===== src/rtl/pressure_pkg.sv =====
// Shared types and the sample classifier for the pressure abnormality monitor.
// Channel samples are zero-extended to MAX_W bits before classification.
package pressure_pkg;

  localparam int DEF_DATA_W  = 6;
  localparam int DEF_PERSIST = 3;
  localparam int MAX_W       = 16;

  typedef enum logic [1:0] {
    NORMAL,
    PENDING,
    ALARM,
    RECOVERING
  } chan_state_e;

  typedef struct packed {
    logic abnormal;
    logic recovered;
  } class_t;

  function automatic class_t classify(input logic [MAX_W-1:0] value,
                                      input logic [MAX_W-1:0] low,
                                      input logic [MAX_W-1:0] high,
                                      input logic [MAX_W-1:0] hyst,
                                      input logic             cfg_err);
    logic [MAX_W:0] lo_rec;
    logic [MAX_W:0] hi_rec;
    class_t         r;
    lo_rec = {1'b0, low} + {1'b0, hyst};
    hi_rec = {1'b0, high} - {1'b0, hyst};
    r.abnormal  = cfg_err || (value < low) || (value > high);
    // The borrow bit of hi_rec flags an empty recovery band.
    r.recovered = !cfg_err && !hi_rec[MAX_W] &&
                  ({1'b0, value} >= lo_rec) && ({1'b0, value} <= hi_rec);
    return r;
  endfunction

endpackage


===== src/rtl/pressure_channel_fsm.sv =====
// One channel: classify the sample, run the persistence FSM, and flag alarm entry.
// alarm_event is combinational and marks the edge on which ALARM is entered.
module pressure_channel_fsm
  import pressure_pkg::*;
#(
  parameter int DATA_W  = DEF_DATA_W,
  parameter int PERSIST = DEF_PERSIST
) (
  input  logic              clk,
  input  logic              rstN,
  input  logic              sample_valid,
  input  logic [DATA_W-1:0] value,
  input  logic [DATA_W-1:0] low_thresh,
  input  logic [DATA_W-1:0] high_thresh,
  input  logic [DATA_W-1:0] hyst,
  input  logic              cfg_err,
  output logic              alarm,
  output logic              alarm_event
);

  localparam int CNT_W = $clog2(PERSIST + 1);

  chan_state_e      state_q, state_d;
  logic [CNT_W-1:0] cnt_q, cnt_d;
  logic [CNT_W:0]   cnt_inc;
  logic             alarm_q, alarm_d;
  logic             event_d;
  class_t           cls;

  always_comb begin
    cls     = classify(MAX_W'(value), MAX_W'(low_thresh), MAX_W'(high_thresh),
                       MAX_W'(hyst), cfg_err);
    cnt_inc = {1'b0, cnt_q} + 1'b1;
    state_d = state_q;
    cnt_d   = cnt_q;
    event_d = 1'b0;
    if (sample_valid) begin
      case (state_q)
        NORMAL: begin
          if (cls.abnormal) begin
            cnt_d = CNT_W'(1);
            if (PERSIST == 1) begin
              state_d = ALARM;
              event_d = 1'b1;
            end else begin
              state_d = PENDING;
            end
          end
        end
        PENDING: begin
          if (cls.abnormal) begin
            cnt_d = cnt_inc[CNT_W-1:0];
            if (cnt_inc == (CNT_W+1)'(PERSIST)) begin
              state_d = ALARM;
              event_d = 1'b1;
            end
          end else begin
            state_d = NORMAL;
            cnt_d   = '0;
          end
        end
        ALARM: begin
          if (cls.recovered) begin
            cnt_d   = CNT_W'(1);
            state_d = (PERSIST == 1) ? NORMAL : RECOVERING;
          end else begin
            cnt_d = '0;
          end
        end
        RECOVERING: begin
          // Any sample that is not fully recovered restarts the release count.
          if (cls.recovered) begin
            cnt_d = cnt_inc[CNT_W-1:0];
            if (cnt_inc == (CNT_W+1)'(PERSIST)) state_d = NORMAL;
          end else begin
            state_d = ALARM;
            cnt_d   = '0;
          end
        end
        default: begin
          state_d = NORMAL;
          cnt_d   = '0;
        end
      endcase
    end
    alarm_d = (state_d == ALARM) || (state_d == RECOVERING);
  end

  always_ff @(posedge clk or negedge rstN) begin
    if (!rstN) begin
      state_q <= NORMAL;
      cnt_q   <= '0;
      alarm_q <= 1'b0;
    end else begin
      state_q <= state_d;
      cnt_q   <= cnt_d;
      alarm_q <= alarm_d;
    end
  end

  assign alarm       = alarm_q;
  assign alarm_event = event_d;

endmodule


===== src/rtl/pressure_abnormality_monitor.sv =====
// Multi-channel pressure monitor: per-channel persistence FSMs plus shared
// sticky flags, threshold sanity check and a saturating alarm-event counter.
module pressure_abnormality_monitor
  import pressure_pkg::*;
#(
  parameter int DATA_W   = DEF_DATA_W,
  parameter int CHANNELS = 4,
  parameter int PERSIST  = DEF_PERSIST,
  parameter int EVT_W    = 8
) (
  input  logic                       clk,
  input  logic                       rstN,
  input  logic                       sampleValid,
  input  logic [CHANNELS*DATA_W-1:0] pressureData,
  input  logic [DATA_W-1:0]          lowThresh,
  input  logic [DATA_W-1:0]          highThresh,
  input  logic [DATA_W-1:0]          hyst,
  input  logic [CHANNELS-1:0]        clearSticky,
  input  logic                       clearCount,
  output logic [CHANNELS-1:0]        presureAlarm,
  output logic [CHANNELS-1:0]        stickyAlarm,
  output logic                       anyAlarm,
  output logic                       configError,
  output logic [EVT_W-1:0]           eventCount
);

  localparam int SUM_W = EVT_W + $clog2(CHANNELS + 1);

  logic [CHANNELS-1:0] chan_event;
  logic [CHANNELS-1:0] sticky_q, sticky_d;
  logic                config_error_q, config_error_d;
  logic [EVT_W-1:0]    event_count_q, event_count_d;
  logic [SUM_W-1:0]    evt_sum;

  generate
    for (genvar gi = 0; gi < CHANNELS; gi++) begin : g_chan
      pressure_channel_fsm #(
        .DATA_W (DATA_W),
        .PERSIST(PERSIST)
      ) u_chan (
        .clk         (clk),
        .rstN        (rstN),
        .sample_valid(sampleValid),
        .value       (pressureData[gi*DATA_W +: DATA_W]),
        .low_thresh  (lowThresh),
        .high_thresh (highThresh),
        .hyst        (hyst),
        .cfg_err     (config_error_q),
        .alarm       (presureAlarm[gi]),
        .alarm_event (chan_event[gi])
      );
    end
  endgenerate

  always_comb begin
    config_error_d = lowThresh > highThresh;
    // A new event outranks a same-cycle clear.
    sticky_d       = chan_event | (sticky_q & ~clearSticky);
    evt_sum        = SUM_W'(event_count_q);
    for (int i = 0; i < CHANNELS; i++) begin
      evt_sum = evt_sum + SUM_W'(chan_event[i]);
    end
    if (clearCount) begin
      event_count_d = '0;
    end else if (evt_sum > SUM_W'({EVT_W{1'b1}})) begin
      event_count_d = '1;
    end else begin
      event_count_d = evt_sum[EVT_W-1:0];
    end
  end

  always_ff @(posedge clk or negedge rstN) begin
    if (!rstN) begin
      sticky_q       <= '0;
      config_error_q <= 1'b0;
      event_count_q  <= '0;
    end else begin
      sticky_q       <= sticky_d;
      config_error_q <= config_error_d;
      event_count_q  <= event_count_d;
    end
  end

  assign stickyAlarm = sticky_q;
  assign configError = config_error_q;
  assign eventCount  = event_count_q;
  assign anyAlarm    = |presureAlarm;

endmodule


===== config.mk =====
export PLATFORM = sky130hd
export DESIGN_NAME = pressure_abnormality_monitor
export DESIGN_NICKNAME = d
export VERILOG_FILES = /design/src/rtl/pressure_pkg.sv /design/src/rtl/pressure_channel_fsm.sv /design/src/rtl/pressure_abnormality_monitor.sv
export SDC_FILE = /design/constraint.sdc
export NUM_CORES = 1
export LEC_CHECK = 0
export CAP_MARGIN = 20
export CORE_MARGIN = 2
export CORE_UTILIZATION = 35
export DETAILED_ROUTE_END_ITERATION = 8
export HOLD_SLACK_MARGIN = 0.05
export SYNTH_ARGS = -nofsm -noshare
export SYNTH_HDL_FRONTEND = slang
export SYNTH_HIERARCHICAL = 1
export SYNTH_SLANG_ARGS = --single-unit

===== constraint.sdc =====
create_clock -name clk -period 3.8 [get_ports clk]
set_input_delay 0.38 -clock clk [delete_from_list [all_inputs] [get_ports clk]]
set_output_delay 0.38 -clock clk [all_outputs]
set_load 0.1 [all_outputs]

==> summary.txt <==
Status
  • Result of the run: finished clean

Synth
  • Syn Std Cell Area: 0.00583 mm^2
  • Synth warn: 6
  • Post-synthesis sequential area ratio: 14.2%
  • Syn Nets: 905
  • Number of synthesized flops with an enable pin: 0
  • FFs w/ async S/R, synth: 100%
  • Syn Area/Cell: 8.42 um^2
  • Library cells used by synthesis: 51
  • Cells after Synth: 693
  • Yosys reg bits: 33
  • Primary FF master, synth: dfrtp_1

Floorplanning
  • Die Y: 133 um
  • Die ar.: 0.0177 mm^2
  • I/O pin cnt: 68
  • Core area: 0.0165 mm^2
  • Die width: 133 um
  • Core Rows: 47
  • Initial core utilization: 35.4%

Global route
  • Antenna violations before repair: 0
  • All-layer global routing usage: 18.1%
  • First-pass GRT wire length: 26000 um
  • Vias in the first global route: 5147
  • Grt ovf: 0
  • Pin count of the biggest net entering global routing: 34

Clock network
  • Sink Count: 33
  • Cts bufs inserted: 5
  • Maximum buffer depth of the clock tree: 2
  • Clock Tree Root: clkbuf_16
  • CTS tree: yes
  • CTS H-tree lvls: 2
  • Clk_lat worst skew: 0.28 ns
  • Clk slew on worst S/H paths: 0.05 ns

Timing
  • Worst Tran Pin Value: 0.976 ns
  • Hold Vio Cnt, Final: 0
  • Fmax achieved: 269 MHz
  • Worst slew margin: 34.7%
  • Tcrit/Tclk final: 97.8%
  • Final worst slack: 0.0849 ns
  • Setup Viol. Count Final: 0
  • Hold_ws: 0.473 ns
  • Clk_skew: 0.00843 ns
  • Final slew viol count: 0
  • Setup TNS: 0 ns
  • Post-route minimum period: 3.72 ns

Layout
  • Share of layout cells above drive strength 1: 14.7%
  • Filler cells: 1701
  • Non-filler cells, final: 1062
  • Post-layout net count: 1053
  • N_diodes: 0
  • Synth-to-Final Area Change: 30.2%
  • Sequential Area: 826 um^2
  • Multi-input gate area: 0.00459 mm^2

Routing
  • DRT iter0 DRCs: 308
  • DRT antenna net count: 0
  • Post-Route WL: 15600 um
  • Vias per cell: 4.96
  • Drt first pass iters: 4
  • WL/cell: 14.7 um
  • Via count: 5272
  • Drc violations: 0

Critical path
  • CP startpoint kind: primary input
  • Crit path kind: primary input to register
  • WP data required: 3.99 ns
  • CP Capture Type: register
  • Arrival time at the worst endpoint: 3.90 ns
  • Worst path max stage delay: 0.56 ns
  • Max Fanout on Critical Path: 3
  • Slowest CP cell: fa_1
  • Crit path cell chain: clkdlybuf4s50_1 > inv_1 > ha_1 > o21ai_0 > a21oi_1 > or3b_4 > nor3b_4 > fa_1 > inv_2 > fa_2 > inv_2 > fa_2 > and4_4 > nand4_1 > a21oi_1

Placement
  • Placed cell count: 1052
  • Dpl hpwl: 13100 um
  • Global placement routability congestion: 0.859
  • Number of port buffers: 67
  • DP Worst Slack: -0.606 ns

Power and ir drop
  • Max IR drop VDD: 190 uV
  • Leakage: 0.00387 uW
  • Cell Pwr Density: 271 mW/mm^2

Worst hold path
  • Worst Hold Class: register to register

Flow run
  • Max-cap viol count: 0
[power by group]
| part | internal, uW | switching (uW) |
|---|---|---|
| sequential | 413 | 72.6 |
| clock | 327 | 143 |
| combinational | 496 | 607 |
| total | 1240 | 823 |
[cell usage after synthesis (all sizes together), types with 7 or more instances]
master,count,area share (%)
ha,151,32
nor3,12,1.0
nand3,18,1.7
a21o,17,2.2
o21a,15,1.9
nor2,34,2.2
o21bai,7,0.90
nand4,10,1.1
xnor2,8,1.2
o21ai,35,3.0
o22ai,8,0.86
fa,11,3.8
xor2,18,2.7
a211oi,14,1.8
nor2b,17,2.1
a21oi,41,3.8
nand2,27,1.7
inv,115,7.4
a31oi,9,0.96
dfrtp,33,14
nand2b,20,2.1
[area by class of cell]
class | instances | share of cell area [%]
multi-input cells | 538 | 60.4
well taps | 220 | 3.62
flip-flops and latches | 33 | 10.9
inverters | 115 | 5.68
repair buffers | 148 | 17.2
clock inverters | 1 | 0.395
clock buffers | 7 | 1.88
[metal layers]
layer | part of all wire (%) | vias up | global-route usage, %
met3 | 2.1 | 4 | 1.14
met2 | 45 | 57 | 30.0
met5 | 0 | - | 0
met4 | 0.50 | 0 | 1.71
met1 | 52 | 2418 | 27.0
li1 | - | 2793 | -
[worst paths after layout]
path                           startpoint  cells past startpoint  slack, ns        endpoint
setup / recovery             lowThresh[5]                     15       0.08   eventCount[1]
hold / removal             stickyAlarm[0]                      1       0.47  stickyAlarm[0]
setup reg to reg              configError                     11       0.63   eventCount[1]
hold reg to reg            stickyAlarm[0]                      1       0.47  stickyAlarm[0]
max in group asynchronous            rstN                      2       2.98   eventCount[4]
min in group asynchronous            rstN                      2       0.51  stickyAlarm[2]
[worst max-delay path: cells and delay by family]
kind | cells | cell delay (ns)
adders and majority gates | 4 | 1.41
AOI/OAI and AO/OA | 3 | 0.43
buffers and inverters | 4 | 0.71
and+or+nand+nor | 4 | 0.95
[flip-flops by register name (all words and copies together) (netlist names)]
| signal | cells |
|---|---|
| eventCount | 8 |
| g_chan.u_chan/cnt_q | 8 |
| g_chan.u_chan/state_q | 8 |
| g_chan.u_chan/alarm | 4 |
| stickyAlarm | 4 |
| configError | 1 |
[cell usage in the layout (no fill, tap or decap), types with 6 or more instances in the layout]
master	count
dlygate4sd2_1	6
a211o_1	6
nor3_1	12
o31ai_1	6
o22ai_1	8
nor2_1	33
nand2b_1	20
a211oi_1	14
dlymetal6s2s_1	9
ha_1	149
o21bai_1	7
dfrtp_1	33
nand3_1	16
nand4_1	10
a31oi_1	9
a21o_1	17
a21oi_1	37
inv_1	111
xnor2_1	8
clkdlybuf4s50_1	47
xor2_1	18
nor2b_1	15
nand2_1	26
o21ai_0	34
fa_1	9
buf_4	76
o21a_1	15
[what timing repair did]
| item | CTS | global route |
|---|---|---|
| hold buffers | 0 | 0 |
| pin swaps | 3 | 12 |
| resized for setup | 17 | 31 |
| endpoints found under the setup margin | 8 | 17 |
| buffers inserted | 0 | 2 |
| hold endpoints to repair | 0 | 0 |
[cells by family (layout without fill, tap and decap cells)]
logic type / after synthesis / in the layout / synth area share (%)
xor gates and xnor gates: 26 / 26 / 3.90
DFF: 33 / 33 / 14.2
adders and majority gates: 162 / 162 / 36.2
buffers and inverters: 122 / 271 / 8.00
AOI/OAI and AO/OA: 185 / 185 / 21.6
muxes: 4 / 4 / 0.686
and+or+nand+nor: 161 / 161 / 15.5
[through the flow]
| stage | util, % | cell area, um^2 | power [uW] |
|---|---|---|---|
| 2_1_floorplan | - | 5830 | 1230 |
| 3_3_place_gp | 44.7 | 7360 | 1580 |
| 3_5_place_dp | 44.7 | 7360 | 1590 |
| 4_1_cts | 45.8 | 7540 | 2070 |
| 5_1_grt | 46.1 | 7600 | 2250 |
| 6_report | 46.1 | 7600 | 2060 |
Power figures use the tool's default switching activity.
